`src/rtl/traffic_request_gen_pkg.sv`:
```
// traffic_request_gen shared types and widths.
// Imported by the interface, the channel and the top.
package traffic_pkg;

  typedef enum logic [1:0] {
    IDLE    = 2'd0,
    PENDING = 2'd1,
    URGENT  = 2'd2
  } req_state_t;

  localparam int REQ_COUNT_W = 8;
  localparam int WAIT_CNT_W  = 16;
  localparam int DB_CNT_W    = 8;

endpackage

```
`src/rtl/traffic_request_gen_if.sv`:
```
// traffic_request_gen sensor/served/request bundle.
// master: environment side (drives raw sensors and served
//   flags); slave: the request generator (drives requests,
//   urgency flags and arrival counts).
interface traffic_request_gen_if;
  import traffic_pkg::*;

  logic                   raw_car_a;
  logic                   raw_ped_b;
  logic                   served_a;
  logic                   served_b;
  logic                   input_a;
  logic                   input_b;
  logic                   urgent_a;
  logic                   urgent_b;
  logic [REQ_COUNT_W-1:0] count_a;
  logic [REQ_COUNT_W-1:0] count_b;

  modport master (
    output raw_car_a, raw_ped_b,
    output served_a, served_b,
    input  input_a, input_b,
    input  urgent_a, urgent_b,
    input  count_a, count_b
  );

  modport slave (
    input  raw_car_a, raw_ped_b,
    input  served_a, served_b,
    output input_a, input_b,
    output urgent_a, urgent_b,
    output count_a, count_b
  );

endinterface

```
`src/rtl/traffic_request_gen_channel.sv`:
```
// traffic_req_channel: sync, debounce, request FSM, counters.
// Ports: clk, rstb (async high), i_raw (raw sensor),
//   i_served (phase served level), o_req (pending request),
//   o_urgent (waited too long), o_count (accepted arrivals).
module traffic_req_channel
  import traffic_pkg::*;
#(
  parameter int unsigned DEBOUNCE_CYCLES = 4,
  parameter int unsigned MAX_WAIT_CYCLES = 16
) (
  input  logic                   clk,
  input  logic                   rstb,
  input  logic                   i_raw,
  input  logic                   i_served,
  output logic                   o_req,
  output logic                   o_urgent,
  output logic [REQ_COUNT_W-1:0] o_count
);

  localparam logic [DB_CNT_W-1:0] DB_LAST =
    DB_CNT_W'(DEBOUNCE_CYCLES - 1);
  localparam logic [WAIT_CNT_W-1:0] WAIT_LAST =
    WAIT_CNT_W'(MAX_WAIT_CYCLES - 1);

  logic                   r_sync1;
  logic                   r_sync2;
  logic                   r_deb;
  logic                   r_deb_q;
  logic [DB_CNT_W-1:0]    r_db_cnt;
  req_state_t             r_state;
  logic [WAIT_CNT_W-1:0]  r_wait_cnt;
  logic [REQ_COUNT_W-1:0] r_count;

  req_state_t w_next;
  logic       w_rise;
  logic       w_accept;

  always_ff @(posedge clk or posedge rstb) begin
    if (rstb) begin
      r_sync1  <= 1'b0;
      r_sync2  <= 1'b0;
      r_deb    <= 1'b0;
      r_deb_q  <= 1'b0;
      r_db_cnt <= '0;
    end else begin
      r_sync1 <= i_raw;
      r_sync2 <= r_sync1;
      r_deb_q <= r_deb;
      if (r_sync2 == r_deb) begin
        r_db_cnt <= '0;
      end else if (r_db_cnt == DB_LAST) begin
        r_deb    <= ~r_deb;
        r_db_cnt <= '0;
      end else begin
        r_db_cnt <= r_db_cnt + 1'b1;
      end
    end
  end

  assign w_rise = r_deb & ~r_deb_q;

  always_ff @(posedge clk or posedge rstb) begin
    if (rstb) begin
      r_state <= IDLE;
    end else begin
      r_state <= w_next;
    end
  end

  // Served wins over the urgent promotion; a rise during
  // green or while already waiting is absorbed.
  always_comb begin
    w_next = r_state;
    unique case (r_state)
      IDLE: begin
        if (w_rise && !i_served) w_next = PENDING;
      end
      PENDING: begin
        if (i_served)                  w_next = IDLE;
        else if (r_wait_cnt == WAIT_LAST) w_next = URGENT;
      end
      URGENT: begin
        if (i_served) w_next = IDLE;
      end
      default: w_next = IDLE;
    endcase
  end

  assign w_accept = (r_state == IDLE) && (w_next == PENDING);

  // Wait count is zero whenever the channel is (or is about
  // to be) idle, so entry to PENDING always starts from zero.
  always_ff @(posedge clk or posedge rstb) begin
    if (rstb) begin
      r_wait_cnt <= '0;
      r_count    <= '0;
    end else begin
      if (r_state == IDLE || w_next == IDLE) begin
        r_wait_cnt <= '0;
      end else if (r_state == PENDING &&
                   r_wait_cnt != WAIT_LAST) begin
        r_wait_cnt <= r_wait_cnt + 1'b1;
      end
      if (w_accept) r_count <= r_count + 1'b1;
    end
  end

  always_comb begin
    o_req    = (r_state != IDLE);
    o_urgent = (r_state == URGENT);
    o_count  = r_count;
  end

endmodule

```
`src/rtl/traffic_request_gen.sv`:
```
// traffic_request_gen: request front end for the light FSM.
// Ports: clk, rstb (async high), bus (slave modport carrying
//   raw sensors, served flags, requests, urgency, counts).
module traffic_request_gen
  import traffic_pkg::*;
#(
  parameter int unsigned DEBOUNCE_CYCLES = 4,
  parameter int unsigned MAX_WAIT_CYCLES = 16
) (
  input logic                  clk,
  input logic                  rstb,
  traffic_request_gen_if.slave bus
);

  traffic_req_channel #(
    .DEBOUNCE_CYCLES (DEBOUNCE_CYCLES),
    .MAX_WAIT_CYCLES (MAX_WAIT_CYCLES)
  ) u_ch_a (
    .clk      (clk),
    .rstb     (rstb),
    .i_raw    (bus.raw_car_a),
    .i_served (bus.served_a),
    .o_req    (bus.input_a),
    .o_urgent (bus.urgent_a),
    .o_count  (bus.count_a)
  );

  traffic_req_channel #(
    .DEBOUNCE_CYCLES (DEBOUNCE_CYCLES),
    .MAX_WAIT_CYCLES (MAX_WAIT_CYCLES)
  ) u_ch_b (
    .clk      (clk),
    .rstb     (rstb),
    .i_raw    (bus.raw_ped_b),
    .i_served (bus.served_b),
    .o_req    (bus.input_b),
    .o_urgent (bus.urgent_b),
    .o_count  (bus.count_b)
  );

endmodule

```
`src/flat_wrapper.sv`:
```
// flat-port wrapper written by rule: the top's interface ports become plain ports
module traffic_request_gen_flat import traffic_pkg::*;
#(
  parameter int unsigned DEBOUNCE_CYCLES = 4,
  parameter int unsigned MAX_WAIT_CYCLES = 16
)
  (clk, rstb, bus_raw_car_a, bus_raw_ped_b, bus_served_a, bus_served_b, bus_input_a, bus_input_b, bus_urgent_a, bus_urgent_b, bus_count_a, bus_count_b);
  traffic_request_gen_if bus_i ();
  input logic clk;
  input logic rstb;
  input wire logic [$bits(bus_i.raw_car_a)-1:0] bus_raw_car_a;
  input wire logic [$bits(bus_i.raw_ped_b)-1:0] bus_raw_ped_b;
  input wire logic [$bits(bus_i.served_a)-1:0] bus_served_a;
  input wire logic [$bits(bus_i.served_b)-1:0] bus_served_b;
  output wire logic [$bits(bus_i.input_a)-1:0] bus_input_a;
  output wire logic [$bits(bus_i.input_b)-1:0] bus_input_b;
  output wire logic [$bits(bus_i.urgent_a)-1:0] bus_urgent_a;
  output wire logic [$bits(bus_i.urgent_b)-1:0] bus_urgent_b;
  output wire logic [$bits(bus_i.count_a)-1:0] bus_count_a;
  output wire logic [$bits(bus_i.count_b)-1:0] bus_count_b;
  assign bus_i.raw_car_a = bus_raw_car_a;
  assign bus_i.raw_ped_b = bus_raw_ped_b;
  assign bus_i.served_a = bus_served_a;
  assign bus_i.served_b = bus_served_b;
  assign bus_input_a = bus_i.input_a;
  assign bus_input_b = bus_i.input_b;
  assign bus_urgent_a = bus_i.urgent_a;
  assign bus_urgent_b = bus_i.urgent_b;
  assign bus_count_a = bus_i.count_a;
  assign bus_count_b = bus_i.count_b;
  traffic_request_gen #(.DEBOUNCE_CYCLES(DEBOUNCE_CYCLES), .MAX_WAIT_CYCLES(MAX_WAIT_CYCLES)) u_core (.clk(clk), .rstb(rstb), .bus(bus_i));
endmodule
```
`config.mk`:
```
export PLATFORM = sky130hd
export DESIGN_NAME = traffic_request_gen_flat
export DESIGN_NICKNAME = d
export VERILOG_FILES = /design/src/rtl/traffic_request_gen_pkg.sv /design/src/rtl/traffic_request_gen_if.sv /design/src/rtl/traffic_request_gen_channel.sv /design/src/rtl/traffic_request_gen.sv /design/src/flat_wrapper.sv
export SDC_FILE = /design/constraint.sdc
export NUM_CORES = 1
export LEC_CHECK = 0
export BUFFER_PORTS_ARGS = -buffer_cell sky130_fd_sc_hd__buf_4
export CORE_MARGIN = 8
export CORE_UTILIZATION = 55
export CTS_CLUSTER_SIZE = 40
export DETAILED_ROUTE_END_ITERATION = 10
export PLACE_DENSITY = 0.77
export SETUP_SLACK_MARGIN = 0.05
export SLEW_MARGIN = 20
export SYNTH_ARGS = -nofsm -noshare
export SYNTH_HDL_FRONTEND = slang
export SYNTH_SLANG_ARGS = --single-unit
```
`constraint.sdc`:
```
create_clock -name clk -period 3 [get_ports clk]
set_input_delay 0.6 -clock clk [delete_from_list [all_inputs] [get_ports clk]]
set_output_delay 0.6 -clock clk [all_outputs]
set_load 0.02 [all_outputs]
```
# Word level (Yosys, flattened, before mapping)
# Index checks and enable logic that the tools add are counted.
[op_classes]
n_addsub = 6
n_eq_ne = 14
n_mux = 18
bitwise = 8
reduce_logical = 20
[op_table]
columns = ["cell", "count"]
rows = [
  ["16-bit two-way mux", 4],
  ["16-bit by 1-bit adder with 16-bit output, second input constant", 2],
  ["8-bit by 1-bit adder with 8-bit output, second input constant", 4],
  ["16-bit by 4-bit equality test with 1-bit output, second input constant", 2],
  ["8-bit two-way mux", 4],
  ["16-bit by 4-bit != test with 1-bit output, second input constant", 2],
  ["8-bit by 2-bit equality test with 1-bit output, second input constant", 2],
  ["2-bit two-way mux", 8],
  ["2-bit case mux with 3 select lines", 2],
  ["2-bit by 1-bit equality test with 1-bit output, second input constant", 4],
  ["2-bit logical NOT", 4],
  ["2-bit nonzero test", 4],
  ["1-bit logical AND", 6],
  ["1-bit inverter", 6],
  ["2-bit equality test, second input constant", 2],
  ["2-bit AND reduction", 2],
  ["1-bit bitwise AND", 2],
  ["1-bit equality test", 2],
  ["1-bit logical NOT", 2],
  ["1-bit logical OR", 2],
]
[totals]
regBits = 76
in_bits = 6
wordCells = 82

# Longest topological paths before layout
[depth]
depth_word = 8
mapped_depth = 5
mapped_depth_nobuf = 5

# Hierarchy
# Synthesis repeated with hierarchy kept, for this count alone.
[hier_totals]
hier_cells = 339
area_unflattened_um2 = 3651.0
[modules_own_cells]
columns = ["mod", "instances", "cells_each", "area_each_um2", "seq_area_each_um2"]
rows = [
  ["traffic_req_channel at u_core.u_ch_a", 1, 169, 1826.8, 950.9],
  ["traffic_req_channel at u_core.u_ch_b", 1, 170, 1824.2, 950.9],
]

# Worst setup path after synthesis
# No wires, ideal clock.
[synth_path]
kind = "register to register"
start = "register u_core.u_ch_b.r_db_cnt[0]"
end = "register u_core.u_ch_b.r_deb"
arrival_time_ps = 1757
slack_ps = 1116
path_stages_with_launch = 5
path_buffers = 0
period_less_slack_ps = 1884
cell_sequence = "dfrtp_1 -> ha_1 -> or4b_1 -> or4_1 -> mux2_1"
[synth_between]
elab_chain_len = 2
[synth_rtl]
columns = ["item", "line_no", "rtl"]
rows = [
  ["from (decl)", "traffic_request_gen_channel.sv:29", "logic [DB_CNT_W-1:0] r_db_cnt;"],
  ["from (signal assigned)", "traffic_request_gen_channel.sv:55", "r_db_cnt <= r_db_cnt + 1'b1;"],
  ["8-bit by 2-bit equality test with 1-bit output", "traffic_request_gen_channel.sv:51", "end else if (r_db_cnt == DB_LAST) begin"],
  ["2-bit AND reduction (no source line)", "-", ""],
  ["to (signal assigned)", "traffic_request_gen_channel.sv:52", "r_deb <= ~r_deb;"],
  ["to (decl)", "traffic_request_gen_channel.sv:27", "logic r_deb;"],
]
# Every way passes these cells.
# A chain may end at the register's enable or synchronous reset.

# Worst setup path in the final report
[layout_path]
start = "register u_core.u_ch_a.r_db_cnt[0]"
end = "register u_core.u_ch_a.r_deb"
[layout_between]
elab_chain_len = 2
[layout_rtl]
columns = ["item", "line_no"]
rows = [
  ["from (decl)", "traffic_request_gen_channel.sv:29"],
  ["from (signal assigned)", "traffic_request_gen_channel.sv:55"],
  ["8-bit by 2-bit equality test with 1-bit output", "traffic_request_gen_channel.sv:51"],
  ["2-bit AND reduction (no source line)", "-"],
  ["to (signal assigned)", "traffic_request_gen_channel.sv:52"],
  ["to (decl)", "traffic_request_gen_channel.sv:27"],
]
# Every way passes these cells.

==> impl_metrics.py <==
metrics = {
    "outcome": {
        "status": "finished, final reports clean",
    },
    "floorplan": {
        "core_area_mm2": 0.00635,
        "dieArea_mm2": 0.00945,
        "dieWidth_um": 97.2,
        "initial_core_util_pct": 57.2,
        "fp.dieH_um": 97.2,
        "io-pin-count": 26,
        "rows": 29,
    },
    "logic_synthesis": {
        "syn_nets": 357,
        "yosys-top-cells-area": "dfrtp_1 52%, xnor2_1 6.0%, xor2_1 4.3%",
        "synthFlopType": "dfrtp_1",
        "ys_ff_latch": 76,
        "synth.avg_cell_area_um2": 10.5,
        "yosys.area.top_type": "dfrtp_1",
        "synth_cells": 345,
        "ys_async_sr_fraction_pct": 100,
        "synth-edff-count": 0,
        "yosysWarningCount": 0,
        "synth_top_area_share_pct": 52.4,
        "synth_cell_types": 42,
        "ys_seq_area_share_pct": 52.4,
        "synth_area_mm2": 0.00363,
    },
    "route": {
        "first_pass_iters": 4,
        "via_per_inst": 5.73,
        "ant_nets": 0,
        "drtIter0Drc": 118,
        "wl_per_cell_um": 15.5,
        "wirelength_mm": 7.15,
        "vias": 2637,
        "drc": 0,
    },
    "clock_network": {
        "numClockSinks": 76,
        "htree_levels": 3,
        "cts_buffers": 9,
        "hold_buffers": 0,
        "cts_setup_buffers": 0,
        "cts_buffer_depth": 2,
        "clk_pin_slew_ps": 80,
        "cts-resized-gates": 0,
        "clock-root-buffer": "clkbuf_8",
        "cts_tree": "built",
        "clock_latency_ps": 350,
    },
    "power": {
        "p_sw_share_pct": 31.8,
        "power_leakage_uw": 0.00181,
        "power_density_mw_per_mm2": 679,
        "pwr-share-seq_pct": 46.5,
        "p_switching_uw": 893,
        "vdd_drop_max_mv": 0.426,
        "power.internal_uw": 1910,
        "comb_power_share_pct": 22.2,
        "power_frac_clock_pct": 31.3,
    },
    "finish": {
        "synthToLayoutAreaGrowth_pct": 14.0,
        "drive_gt1_share_pct": 15.7,
        "final_cell_count_no_fill": 460,
        "antenna_cells": 0,
        "final_nets": 390,
    },
    "sta": {
        "tightestPinTransition_ps": 796,
        "setup_viol": 0,
        "hold_viol_final": 0,
        "fin_setup_tns_ps": 0,
        "drv_slew": 0,
        "maxSlewHeadroom_pct": 46.9,
        "clock_skew_ps": 7.13,
        "fin_crit_sh_pct": 69.2,
        "fin_crit_ps": 2080,
        "max_freq_mhz": 482,
        "rsz0062_at_grt": "false",
    },
    "worst_setup_path": {
        "r2r-start": "u_core.u_ch_a.r_db_cnt[0]$_DFF_PP0_",
        "startpoint": "u_core.u_ch_a.r_db_cnt[0]$_DFF_PP0_",
        "reg2reg_to": "u_core.u_ch_a.r_deb$_DFFE_PP0P_",
        "worstPathArrival_ps": 2310,
        "endpoint_kind": "flop",
        "required_ps": 3230,
        "crit_type": "reg -> reg",
        "ff2ff_setup_slack_ps": 920,
        "cp_max_fo": 5,
        "reg2regPathDepth": 4,
        "startpoint_type": "flop",
    },
    "global_route": {
        "antenna_found_initial": 0,
        "track_usage_pct": 15.9,
        "gr-total-overflow": 0,
        "grt_max_degree": 33,
        "grt_first_pass_wirelength_mm": 12.7,
        "grt_pass1_vias": 2626,
    },
    "min_path": {
        "hp-class": "in -> async",
    },
    "place": {
        "dp_hpwl_mm": 4.97,
        "place.gp.congestion": 0.805,
        "io_buffers": 25,
        "dpl.cell_count": 444,
    },
    "run": {
        "max-cap-violations": 0,
    },
}
[how the worst max path moves through the flow]
stage | end | slack, ps
after global placement | u_core.u_ch_b.r_wait_cnt[3]$_DFFE_PP0P_ | 1060
after global routing | u_core.u_ch_a.r_db_cnt[2]$_DFF_PP0_ | 840
after CTS | u_core.u_ch_a.r_deb$_DFFE_PP0P_ | 920
final | u_core.u_ch_a.r_deb$_DFFE_PP0P_ | 920
after floorplan | u_core.u_ch_a.o_count[0]$_DFFE_PP0P_ | 460
after detailed placement | u_core.u_ch_a.r_deb$_DFFE_PP0P_ | 950
[worst max-delay path: stages, from the launching register on]
cell     delay [ps]
dfrtp_1         420
ha_1            260
or4b_1          450
or4_1           480
mux2_1          350
[layer usage]
metal  GRT usage [%]  up-vias  wire (um)
met4            6.64        0        119
met5               0        -          0
met3            3.41       12        154
met2            25.5       31       3520
li1                -     1289          -
met1            20.2     1305       3350
[through the flow]
| stage | power [uW] | util, % | setup slack, ps | hold WS [ps] | instance area (um^2) |
|---|---|---|---|---|---|
| final | 2810 | 65.1 | 924 | 216 | 4140 |
| after global routing | 2950 | 65.1 | 839 | 246 | 4140 |
| after CTS | 2830 | 65.1 | 918 | 218 | 4140 |
| after detailed placement | 1940 | 61.6 | 952 | 339 | 3910 |
| after global placement | 1910 | 61.6 | 1060 | 331 | 3910 |
| after floorplan | 1710 | - | 462 | 331 | 3630 |
[placed cells by master, fill, tap and decap left out, types with 5 or more instances in the layout]
cell type and n:
dfrtp_1 76, nor2_1 36, nand2_1 30, nand3_1 27
buf_4 27, xnor2_1 25, xor2_1 18, or3_1 11
a21oi_1 11, and3_1 10, nand4_1 10, clkbuf_8 10
nor4_1 8, nor3_1 8, or4_4 6, ha_1 6
or4_1 5, inv_1 5
[Yosys cell counts, types with 8 or more instances]
cell / instances
nor4_1: 8
nand4_1: 10
a21oi_1: 11
nand3_1: 27
and3_1: 10
dfrtp_1: 76
xor2_1: 18
xnor2_1: 25
or3_1: 11
nor2_1: 36
nor3_1: 8
nand2_1: 30
[layout make-up]
type / count / area [um^2]
Fill cell: 480 / 2210
Sequential cell: 76 / 1900
Multi-Input combinational cell: 258 / 1690
Timing Repair Buffer: 27 / 203
Clock buffer: 11 / 141
Tap cell: 77 / 96.3
Clock inverter: 5 / 85.1
Inverter: 6 / 22.5
[power groups by stage]
stage	Sequential, uW	Combinational, uW	Clock [uW]
detailed placement	1320	619	0
global placement	1310	607	0
finish	1300	624	879
floorplan	1360	351	0
CTS	1300	634	895
global route	1330	690	935
[kinds of logic after synthesis]
kind of cell             Yosys count  share of synthesized area [%]
AO/OA/AOI/OAI                     27                           5.48
adder cells (fa/ha/maj)            6                           2.07
AND/OR/NAND/NOR                  174                           26.2
buffers and inverters             11                           1.14
flip-flops                        76                           52.4
multiplexers                       8                           2.34
XOR/XNOR                          43                           10.4
[sequential cells by signal, summed over array words and instances (netlist names), 2 cells and up]
| register | cells |
|---|---|
| u_core.u_ch_a.r_state | 2 |
| u_core.u_ch_b.o_count | 8 |
| u_core.u_ch_a.o_count | 8 |
| u_core.u_ch_b.r_wait_cnt | 16 |
| u_core.u_ch_a.r_db_cnt | 8 |
| u_core.u_ch_a.r_wait_cnt | 16 |
| u_core.u_ch_b.r_db_cnt | 8 |
| u_core.u_ch_b.r_state | 2 |
Power figures use the tool's default switching activity.
